`src/rtl/attack_scan_ctl.sv`:
```
// Shares one 2-cycle attack-detector array between the move generator (req0) and the evaluator (req1):
// round-robin grant, one board in flight, tagged response with timeout on a lost array result.
`ifndef BOARD_WIDTH
`define BOARD_WIDTH 256
`endif

module attack_scan_ctl #(
  parameter int TIMEOUT = 16
) (
  input  logic                    clk,
  input  logic                    reset,
  input  logic [1:0]              req_valid,
  input  logic [`BOARD_WIDTH-1:0] req_board0,
  input  logic [`BOARD_WIDTH-1:0] req_board1,
  output logic [1:0]              req_ready,
  output logic [`BOARD_WIDTH-1:0] board_out,
  output logic                    board_valid_out,
  input  logic [63:0]             arr_w_attacking,
  input  logic [63:0]             arr_b_attacking,
  input  logic [63:0]             arr_w_opp_check,
  input  logic [63:0]             arr_b_opp_check,
  input  logic                    arr_valid,
  output logic                    rsp_valid,
  input  logic                    rsp_ready,
  output logic                    rsp_id,
  output logic [63:0]             rsp_w_attacks,
  output logic [63:0]             rsp_b_attacks,
  output logic                    rsp_white_in_check,
  output logic                    rsp_black_in_check,
  output logic                    rsp_err
);

  localparam int TW = $clog2(TIMEOUT + 1);

  typedef enum logic [1:0] {
    IDLE,
    ISSUE,
    WAIT,
    RESP
  } state_t;

  state_t        state;
  state_t        state_next;
  logic          last_grant;
  logic [TW-1:0] timer;
  logic [1:0]    grant;
  logic          accept;
  logic          timeout_hit;

  assign accept      = |(grant & req_valid);
  assign timeout_hit = (timer == TW'(TIMEOUT - 1));
  assign req_ready   = grant;

  always_ff @(posedge clk or posedge reset) begin
    if (reset) begin
      state <= IDLE;
    end else begin
      state <= state_next;
    end
  end

  always_comb begin
    state_next      = state;
    grant           = 2'b00;
    board_valid_out = 1'b0;
    case (state)
      IDLE: begin
        // On a tie, serve whoever was not granted last.
        if (req_valid == 2'b11) begin
          grant = last_grant ? 2'b01 : 2'b10;
        end else begin
          grant = req_valid;
        end
        if (accept) begin
          state_next = ISSUE;
        end
      end
      ISSUE: begin
        board_valid_out = 1'b1;
        state_next      = WAIT;
      end
      WAIT: begin
        if (arr_valid || timeout_hit) begin
          state_next = RESP;
        end
      end
      RESP: begin
        if (rsp_ready) begin
          state_next = IDLE;
        end
      end
      default: state_next = IDLE;
    endcase
  end

  always_ff @(posedge clk or posedge reset) begin
    if (reset) begin
      last_grant         <= 1'b1;
      timer              <= '0;
      board_out          <= '0;
      rsp_valid          <= 1'b0;
      rsp_id             <= 1'b0;
      rsp_w_attacks      <= '0;
      rsp_b_attacks      <= '0;
      rsp_white_in_check <= 1'b0;
      rsp_black_in_check <= 1'b0;
      rsp_err            <= 1'b0;
    end else begin
      // Timer counts from the strobe cycle, so a timeout responds TIMEOUT cycles after the strobe.
      if (state == ISSUE || state == WAIT) begin
        timer <= timer + TW'(1);
      end else begin
        timer <= '0;
      end

      if (state == IDLE && accept) begin
        board_out  <= grant[1] ? req_board1 : req_board0;
        rsp_id     <= grant[1];
        last_grant <= grant[1];
      end

      if (state == WAIT) begin
        if (arr_valid) begin
          rsp_w_attacks      <= arr_w_attacking;
          rsp_b_attacks      <= arr_b_attacking;
          rsp_white_in_check <= |arr_b_opp_check;
          rsp_black_in_check <= |arr_w_opp_check;
          rsp_err            <= 1'b0;
          rsp_valid          <= 1'b1;
        end else if (timeout_hit) begin
          rsp_w_attacks      <= '0;
          rsp_b_attacks      <= '0;
          rsp_white_in_check <= 1'b0;
          rsp_black_in_check <= 1'b0;
          rsp_err            <= 1'b1;
          rsp_valid          <= 1'b1;
        end
      end

      if (state == RESP && rsp_ready) begin
        rsp_valid <= 1'b0;
      end
    end
  end

endmodule

```
`config.mk`:
```
export PLATFORM = sky130hd
export DESIGN_NAME = attack_scan_ctl
export DESIGN_NICKNAME = d
export VERILOG_FILES = /design/src/rtl/attack_scan_ctl.sv
export SDC_FILE = /design/constraint.sdc
export NUM_CORES = 1
export LEC_CHECK = 0
export BUFFER_PORTS_ARGS = -buffer_cell sky130_fd_sc_hd__buf_4
export CAP_MARGIN = 20
export CORE_AREA = 8 8 448 450
export CTS_CLUSTER_DIAMETER = 40
export CTS_CLUSTER_SIZE = 24
export DETAILED_ROUTE_END_ITERATION = 10
export DIE_AREA = 0 0 456 458
export GPL_TIMING_DRIVEN = 0
export PLACE_DENSITY = 0.3
export SLEW_MARGIN = 20
export SYNTH_ARGS = -nofsm -noshare
export SYNTH_HDL_FRONTEND = slang
export SYNTH_SLANG_ARGS = --single-unit
```
`constraint.sdc`:
```
create_clock -name clk -period 14.69 [get_ports clk]
set_input_delay 2.938 -clock clk [delete_from_list [all_inputs] [get_ports clk]]
set_output_delay 2.938 -clock clk [all_outputs]
set_load 0.01 [all_outputs]
```
* Word-level counts from Yosys, hierarchy flattened
Index checks and enable logic that the tools add are counted.
Operators by class: reduce and logical (&&, ||, !) cells 14, mux-type cells 21, add/subtract/negate cells 1, multiply operators 0, bitwise operators 1, order comparisons 0, shifts and indexed selects 0, divide/modulo/power cells 0, eq/ne operators 8
Operators with widths (number):
- $mux 256 | 1
- $mux 64 | 3
- $reduce_or 64->1 | 2
- $mux 2 | 6
- $mux 1 | 9
- $pmux 2 s4 | 1
- $eq 2x2->1 const B | 3
- $ne 2x2->1 const B | 3
- $add 5x1->5 const B | 1
- $eq 5x4->1 const B | 1
- $mux 5 | 1
- $reduce_and 2->1 | 2
- $reduce_bool 2->1 | 2
- $reduce_and 3->1 | 1
- $reduce_bool 3->1 | 1
- $and 2x2->2 | 1
- $eq 2x1->1 const B | 1
- $logic_and 1x1->1 | 2
- $logic_not 2->1 | 1
- $logic_or 1x1->1 | 2
- $reduce_or 2->1 | 1
Word-level totals: RAM bits 0, memory bits (read-only) 0, memories 0, output and inout bits 392, bits in latches 0, flip-flop bits (word level) 397

* Longest topological paths before layout
Gate-level depths: netlist (run 1).
word-level depth 7, gate-level depth with buffers 8

* Least setup slack after synthesis (run 1)
Ideal clock, no wire load.
kind input to output, start point in req_valid[0], end point out req_ready[1], slack 8278 ps, cell stages on the path 5, arrival 3474 ps, cells stage by stage nand2_1 nand3_1 buf_4 buf_4 inv_1
Between the ends: longest elaborated chain between the ends 3
Ends and longest elaborated chain:
- start: declaration | line 12 | input logic [1:0] req_valid,
- $eq 2x2->1 | line 69 | if (req_valid == 2'b11) begin
- $mux 2 | line 69
- $mux 2 | line 66 | case (state)
- end: declaration | line 15 | output logic [1:0] req_ready,
No other way between the ends.

* Worst setup path in the final report (run 1)
Ends and elaborated chain as after synthesis.

==> metrics.txt, run 1 <==
Power, Total=7766 µW; final core utilization=0.1756; Initial Util=0.09122; CP top delay family=buffers and inverters; # setup viols final=0; Setup Skew=0.08677 ns; CP arrival=4.06 ns; hpwl dp=146,300 µm; final instance area=33,990 µm²; row cnt=162; vias=19,192; Pleak=0.01774 µW; Slew HR=0.3551; top fanout value on the critical path=10; share of cells above drive strength 1=0.4586; hold_buf cts=0; Crit Path Class=in -> out; gr ovfl total=0; PortBufs=1,164; Tot GR Track Use=0.1542; CTS buffer count=113; max-cap violations=0; Reg clk slew, reported paths=0.04 ns; Synth area leader=dfrtp_1; Slew @ Worst Pin=0.9673 ns; Fin. Hold Viols=0; Core Region=193,600 µm²; clock period minus final worst setup slack=7.002 ns; Peak VDD IR=119.3 µV; status=finished, final reports clean; Critical path buffers and inverters=5; period utilization=0.4767; Synth top cells by count=nand2_1 (522), dfrtp_1 (396), mux2i_1 (256), o21ai_1 (211), nand3_1 (130); synth unique cells=30; IO Pins=1,166; Final #Nets=3,834; drt pass-1 iters=5; WL final=168,600 µm; First DRT Iteration DRCs=1,293; Most used DFF post-synth=dfrtp_1; CTS tree=yes; Vert. Die Dim=458 µm; drt wl/cell=29.52 µm; Synth Register Bits=397; largest stage delay on the critical path=0.36 ns; Cell Area, Synth=17,660 µm²; synthesis-to-layout area growth=92.48%; unrepaired setup endpoints after global routing=no; post-CTS setup buffer count=0; Power Dens Cells=228.5 nW/µm²; number of synthesized flops with an enable pin=0; clock network latency to the later pin of the worst-skew pair=0.75 ns; die span in x=456 µm; crit path max-delay cell type=buf_4; largest net degree at the start of global routing=86; setup_tns=0 ns; clock tree buffer depth=3; min-delay worst type=reg -> reg; routability cong.=0.8952; DP Area=29,740 µm²; synth top area cells=dfrtp_1 (56%), mux2i_1 (15%), nand2_1 (11%); synthesized area per cell=9.987 µm²; Pins Over Slew Limit=0; Cells after Synth=1,768; CP most frequent cell=buf_4; DRC=0; CP Launch Type=input port; htree depth=3; Max Freq=0.1428 GHz; post-route ant nets=0; asr flop ratio synth=1.000; Clk Tree Root Cell=clkbuf_16; crit end category=output pin; antenna violations before repair=77; post-synth top area share=0.5612; Synth warnings=0; Seq/Total Area, Yosys=0.5627; first-pass GRT wire length=214,600 µm; die area=208,800 µm²; most common cell in the synthesized netlist=nand2_1; CTS Sinks=397; Data required, critical path=11.75 ns; Mapped Nets=2,549; vias in the first global route=20,457; crit-path cells=buf_4 > nand2_1 > nand3_1 > buf_4 > buf_4 > inv_1 > buf_4; post_cts resized=0; Vias/cell=3.361
-- sequential cells by signal (all words and copies together), names as in the netlist --
| signal | cells |
|---|---|
| rsp_valid | 1 |
| rsp_id | 1 |
| timer | 5 |
| last_grant | 1 |
| rsp_err | 1 |
| board_out | 256 |
| state | 2 |
| rsp_black_in_check | 1 |
| rsp_b_attacks | 64 |
| rsp_w_attacks | 64 |
| rsp_white_in_check | 1 |
-- final cells by class --
cell class / count / area, µm²
Tap cell: 2542 / 3181
Fill cell: 21840 / 159600
Inverter: 8 / 37.54
Timing Repair Buffer: 1170 / 8891
Sequential cell: 397 / 9936
Antenna cell: 20 / 50.05
Clock buffer: 152 / 3194
Buffer: 130 / 749.5
Clock inverter: 59 / 1001
Multi-Input combinational cell: 1233 / 6947
-- metal layers --
layer,up-vias,track usage,wire (µm)
met3,182,0.05210,12620
li1,8698,-,-
met5,-,0,203
met2,799,0.2698,83720
met4,32,0.02791,2793
met1,9481,0.1852,69220
-- cell usage in the layout, fill, tap and decap left out, types with 7 or more instances in the layout --
| cell | synthesis | layout |
|---|---|---|
| o21ai_0 | 49 | 49 |
| clkinv_2 | 0 | 23 |
| buf_4 | 6 | 1170 |
| inv_1 | 8 | 7 |
| nor4_1 | 34 | 34 |
| nand3_1 | 130 | 130 |
| clkinvlp_4 | 0 | 7 |
| buf_6 | 23 | 23 |
| buf_2 | 43 | 43 |
| clkbuf_1 | 52 | 68 |
| nand4_1 | 8 | 8 |
| mux2i_1 | 256 | 255 |
| bufinv_16 | 0 | 22 |
| clkbuf_8 | 0 | 22 |
| diode_2 | 0 | 20 |
| o21ai_1 | 211 | 211 |
| nand2_1 | 522 | 522 |
| dfrtp_1 | 396 | 396 |
| ha_1 | 7 | 7 |
| clkbuf_16 | 0 | 113 |
-- through the flow --
stage          hold WS, ns  instances  setup slack, ns
3_5_place_dp        0.4563       5480            7.579
6_report            0.4626       5711            7.688
2_1_floorplan       0.4305       1768           0.7143
4_1_cts             0.4642       5691            7.572
3_3_place_gp        0.4579       5474           -7.222
5_1_grt             0.4782       5693            7.577
-- final timing paths --
path                         startpoint              to  slack, ns  cells past startpoint
max                        req_valid[0]    req_ready[1]       7.69                      7
min                            timer[0]        timer[0]       0.46                      1
max reg2reg                    state[0]  board_out[139]      11.54                      7
min reg2reg                    timer[0]        timer[0]       0.46                      1
max in group asynchronous         reset    board_out[6]      10.77                      5
min in group asynchronous         reset  board_out[229]       2.22                      2
-- power breakdown --
| group | switching, µW | total [µW] | internal (µW) |
|---|---|---|---|
| logic | 1860 | 3080 | 1220 |
| clock network | 829 | 2730 | 1900 |
| registers | 340 | 1960 | 1620 |
| total | 3030 | 7770 | 4740 |
-- kinds of logic after synthesis --
family,count (synthesis),synth area share
buf+inv,138,0.04408
xor+xnor,2,0.0009922
fa+ha+maj,7,0.004960
flops,397,0.5627
compound gates,266,0.07646
mux,257,0.1458
simple gates,701,0.1650
Power figures use the tool's default switching activity.
==> run 2, diff against run 1 <==
==> constraint.sdc (replaced) <==
create_clock -name clk -period 5.8 [get_ports clk]
set_input_delay 1.16 -clock clk [delete_from_list [all_inputs] [get_ports clk]]
set_output_delay 1.16 -clock clk [all_outputs]
set_load 0.01 [all_outputs]
==> metrics.txt, run 2 (synthesis gave the netlist of run 1 again) <==
Reg clk slew, reported paths=0.04 ns (about the same); unrepaired setup endpoints after global routing=no; most frequent cells in the layout=buf_4 (1,171), nand2_1 (522), dfrtp_1 (396); Core Region=193,600 µm² (unchanged); PortBufs=1,164 (unchanged); Setup Skew=0.03899 ns (-0.04778 ns); Pleak=0.01787 µW (+0.69%); register with the most flip-flops=board_out; Largest regs=board_out x256, rsp_b_attacks x64, rsp_w_attacks x64; vias=19,115 (-0.40%); post-CTS setup buffer count=0 (unchanged); hold_buf cts=0 (unchanged); Max Freq=0.2665 GHz; Pins Over Slew Limit=0 (unchanged); post-route ant nets=0 (unchanged); Slew HR=0.1933 (-0.1618); drt wl/cell=29.22 µm (-1.0%); drt pass-1 iters=5 (unchanged); period utilization=0.6469; antenna violations before repair=58 (-25%); IO Pins=1,166 (unchanged); Initial Util=0.09122 (unchanged); clock network latency to the later pin of the worst-skew pair=0.72 ns (-0.03 ns); commonest non-fill, non-tap cell in the layout=buf_4; crit path max-delay cell type=dfrtp_1; clock tree buffer depth=3 (unchanged); DRC=0 (unchanged); Crit Path Class=reg -> out; htree depth=3 (unchanged); CTS tree=yes; Fin. Hold Viols=0 (unchanged); largest net degree at the start of global routing=29 (-66%); die span in x=456 µm (unchanged); min-delay worst type=reg -> reg; # setup viols final=0 (unchanged); Final #Nets=3,849 (+0.39%); status=finished, final reports clean; die area=208,800 µm² (unchanged); Tot GR Track Use=0.1533 (-0.0009306); first-pass GRT wire length=213,900 µm (-0.32%); largest stage delay on the critical path=0.41 ns (+0.05 ns); fillers=21,784 (-0.26%); clock period minus final worst setup slack=3.752 ns; share of cells above drive strength 1=0.4619 (+0.003345); CTS buffer count=116 (+2.7%); routability cong.=0.8662 (-3.2%); crit-path cells=inv_1 > ha_1 > nand3_1 > buf_4 > buf_4 > inv_1 > buf_4; CP arrival=2.59 ns (-1.47 ns); Critical path buffers and inverters=5 (unchanged); max-cap violations=0 (unchanged); Vert. Die Dim=458 µm (unchanged); Slew @ Worst Pin=1.210 ns (+0.2427 ns); area occupied by multi-input gates=6943 µm² (about the same); synthesis-to-layout area growth=93.74%; First DRT Iteration DRCs=1,099 (-15%); gr ovfl total=0 (unchanged); WL final=167,100 µm (-0.85%); hold slack=0.4618 ns (-0.0008570 ns); CP most frequent cell=buf_4; CTS Sinks=397 (unchanged); CP top delay family=buffers and inverters; top fanout value on the critical path=10 (unchanged); Clk Tree Root Cell=clkbuf_16; row cnt=162 (unchanged); CP Launch Type=flop; crit end category=output pin; Vias/cell=3.342 (-0.56%); Data required, critical path=4.64 ns (-7.11 ns); post_cts resized=0 (unchanged); hpwl dp=145,000 µm (-0.93%); register area=9936 µm² (unchanged); vias in the first global route=20,390 (-0.33%); Peak VDD IR=291.1 µV (+140%); max reg flops=256 (unchanged); setup_tns=0 ns (unchanged); Power Dens Cells=577.0 nW/µm² (+150%)
run 2: cell types whose count changed in the layout (fill, tap and decap cells not counted), moves of 3 or more:
cell       before  now
clkbuf_16     113  116
diode_2        20   15
bufinv_16      22   19
clkbuf_1       68   64
buf_12          0   15
buf_16          5    2
clkbuf_2        1    4
run 2: where the power goes:
part	switching [µW]	leakage, µW	internal (µW)	total (µW)
combinational	4770	0.0109	3090	7870
clock	2120	0.00206	4780	6910
sequential	850	0.00493	4120	4960
total	7750	0.0179	12000	19700
run 2: through the flow:
step                power, µW  setup slack, ns  std cells  area (µm²)  utilization
global placement        13100           -5.007       5474       29580       0.1528
floorplan                7884          -0.7030       1768       17660            -
detailed placement      13140            1.874       5492       29950       0.1547
CTS                     20230            1.861       5705       34170       0.1765
global route            20900            1.830       5708       34180       0.1766
finish                  19740            2.048       5720       34210       0.1767
run 2: per-layer routing:
metal,vias to the layer above,routed length (µm),GRT usage
li1,8715,-,-
met1,9429,66890,0.1784
met2,745,82850,0.2655
met3,186,14520,0.06500
met4,40,2602,0.02695
met5,-,271,0
run 2: area by class of cell:
cell class / count / area share
sequential: 397 / 0.2905
timing repair buffer: 1182 / 0.2661
multi-input combinational: 1233 / 0.2030
clock buffer: 156 / 0.09627
tap: 2542 / 0.09298
clock inverter: 57 / 0.02718
buffer: 130 / 0.02202
antenna: 15 / 0.001097
inverter: 8 / 0.0009876
run 2: path summary, 6_finish.rpt:
path	start	endpoint	slack, ns	cells past startpoint
max in group asynchronous	reset	board_out[37]	3.78	7
worst min-delay path	timer[0]	timer[0]	0.46	1
worst min register to register	timer[0]	timer[0]	0.46	1
worst max register to register	state[0]	board_out[175]	2.47	7
min in group asynchronous	reset	board_out[228]	0.49	2
worst max-delay path	state[0]	req_ready[1]	2.05	7
==> run 3, diff against run 2 <==
--- a/config.mk
+++ b/config.mk
@@ -7,11 +7,11 @@
 export LEC_CHECK = 0
 export BUFFER_PORTS_ARGS = -buffer_cell sky130_fd_sc_hd__buf_4
 export CAP_MARGIN = 20
-export CORE_AREA = 8 8 448 450
+export CORE_AREA = 8 8 447 449
 export CTS_CLUSTER_DIAMETER = 40
 export CTS_CLUSTER_SIZE = 24
 export DETAILED_ROUTE_END_ITERATION = 10
-export DIE_AREA = 0 0 456 458
+export DIE_AREA = 0 0 455 457
 export GPL_TIMING_DRIVEN = 0
 export PLACE_DENSITY = 0.3
 export SLEW_MARGIN = 20
==> constraint.sdc (replaced) <==
create_clock -name clk -period 3.61 [get_ports clk]
set_input_delay 0.722 -clock clk [delete_from_list [all_inputs] [get_ports clk]]
set_output_delay 0.722 -clock clk [all_outputs]
set_load 0.01 [all_outputs]
==> metrics.txt, run 3 (synthesis gave the netlist of run 1 again) <==
largest net degree at the start of global routing=30 (+3.4%); fin cells=5,739 (+0.33%); drt pass-1 iters=5 (unchanged); post-CTS setup buffer count=0 (unchanged); NetSw=12,090 µW (+56%); PnR worst setup slack=0.3725 ns (-1.676 ns); Largest regs=board_out x256, rsp_b_attacks x64, rsp_w_attacks x64; Top Usage Layer GRT=met2; most frequent cells in the layout=buf_4 (1,170), nand2_1 (522), dfrtp_1 (396); CP Launch Type=flop; Power Dens Cells=922.0 nW/µm² (+60%); row cnt=162 (unchanged); Max Freq=0.3089 GHz; WL final=162,500 µm (-2.8%); period utilization=0.8968; antenna violations before repair=93 (+60%); Pleak=0.01791 µW (+0.21%); Data required, critical path=4.13 ns (-0.51 ns); Core Region=193,200 µm² (-0.21%); CTS tree=yes; clock tree buffer depth=3 (unchanged); First DRT Iteration DRCs=928 (-16%); Reg clk slew, reported paths=0.04 ns (about the same); reg-to-reg endpoint=board_out[172]; Fin. Hold Viols=0 (unchanged); Seq pwr share=0.251 (about the same); Slew @ Worst Pin=1.040 ns (-0.1699 ns); max-cap violations=0 (unchanged); fillers=21,798 (+0.064%); synthesis-to-layout area growth=94.47%; share of cells above drive strength 1=0.4602 (-0.001701); GRT met2 Usage=0.2406 (-0.02493); unrepaired setup endpoints after global routing=no; die area=207,900 µm² (-0.44%); Comb pwr share=0.391 (-0.008); routability cong.=0.8224 (-5.1%); Tot GR Track Use=0.1494 (-0.003909); Critical Path Sink=board_out[172]; crit end category=flop; CTS Sinks=397 (unchanged); vias in the first global route=20,675 (+1.4%); worst slack at placement=0.2183 ns (-1.655 ns); met1 GRT Util=0.1754 (-0.003061); CP arrival=3.76 ns (+1.17 ns); Sw Share=0.3819 (-0.01063); htree depth=3 (unchanged); internal power=19,570 µW (+63%); Final #Nets=3,847 (-0.052%); CTS buffer count=115 (-0.86%); Vert. Die Dim=457 µm (-0.22%); clock network latency to the later pin of the worst-skew pair=0.72 ns (about the same); Peak VDD IR=413.9 µV (+42%); commonest non-fill, non-tap cell in the layout=buf_4; clock network fraction of total power=0.358 (+0.008); register with the most flip-flops=board_out; first-pass GRT wire length=207,600 µm (-3.0%); Vias/cell=3.356 (+0.42%); met3 usage=0.07091 (+0.005910); Power, Total=31,660 µW (+60%); vias=19,260 (+0.76%); Worst R2R Start=state[0]; crit path from=state[0]; PortBufs=1,164 (unchanged); hold slack=0.2099 ns (-0.2519 ns); Worst R2R Setup Slack=0.37 ns (-2.10 ns); hpwl dp=140,700 µm (-2.9%); Crit Path Class=reg -> reg; Initial Util=0.09141 (+0.0001914); Setup Skew=0.05094 ns (+0.01195 ns); max reg flops=256 (unchanged); top fanout value on the critical path=13 (+3); min-delay worst type=in -> reg; DRC=0 (unchanged); Slew HR=0.3066 (+0.1132); IO Pins=1,166 (unchanged); cells on worst reg2reg path=7 (unchanged); # setup viols final=0 (unchanged); die span in x=455 µm (-0.22%); status=finished, final reports clean; Pins Over Slew Limit=0 (unchanged); gr ovfl total=0 (unchanged); drt wl/cell=28.32 µm (-3.1%); clock period minus final worst setup slack=3.238 ns; Clk Tree Root Cell=clkbuf_16; post-route ant nets=0 (unchanged); Inst Count DP=5,490 (-0.036%)
==> run 3: metal layers <==
metal	share of wire	vias up
li1	-	8740
met1	0.41	9269
met2	0.46	908
met3	0.10	261
met4	0.028	82
met5	0.0031	-
==> run 3: how the worst min path moves through the flow <==
stage	from	endpoint	slack, ns	depth (start not counted)
floorplan	timer[0]	timer[0]	0.43	1
global placement	last_grant	last_grant	0.46	2
detailed placement	rsp_b_attacks[2]	rsp_b_attacks[2]	0.46	2
CTS	arr_b_attacking[23]	rsp_b_attacks[23]	0.11	3
global route	rsp_ready	rsp_valid	0.14	2
finish	rsp_ready	rsp_valid	0.21	2
==> run 3: final cells by class <==
cell class	count	area, µm²	area share
diodes	31	77.57	0.002259
plain buffers	130	752.0	0.02190
clock buffers	163	3328	0.09692
clock inverters	54	1003	0.02922
inverters	8	33.78	0.0009838
multi-input cells	1233	6943	0.2022
flip-flops and latches	397	9936	0.2894
well taps	2542	3181	0.09263
repair buffers	1181	9084	0.2645
==> run 3: critical path, cell delays in order, from the launching register on <==
cell	delay, ns
dfrtp_1	0.39
inv_1	0.10
ha_1	0.26
o21ai_1	0.14
buf_2	0.75
buf_4	0.38
clkbuf_1	0.80
o21ai_1	0.16
==> run 3: repair_timing <==
action                                 4_1_cts  5_1_grt
hold buffers                                 1        0
gates resized for setup                      0        0
endpoints found under the hold margin       11        0
==> run 3: power groups by stage <==
stage	Sequential [µW]	Combinational (µW)	Clock (µW)
floorplan	8680	3990	0
global placement	7970	12700	0
detailed placement	8000	12700	0
CTS	7970	12800	11700
global route	8210	13400	11900
finish	7940	12400	11300
==> run 3: metrics by stage <==
| stage | util | setup TNS [ns] | cell area [µm²] |
|---|---|---|---|
| after detailed placement | 0.1549 | 0 | 29920 |
| after CTS | 0.1774 | 0 | 34260 |
| final | 0.1778 | 0 | 34340 |
| after global routing | 0.1775 | 0 | 34290 |
| after floorplan | - | -973.16 | 17660 |
| after global placement | 0.1531 | -2600.71 | 29580 |
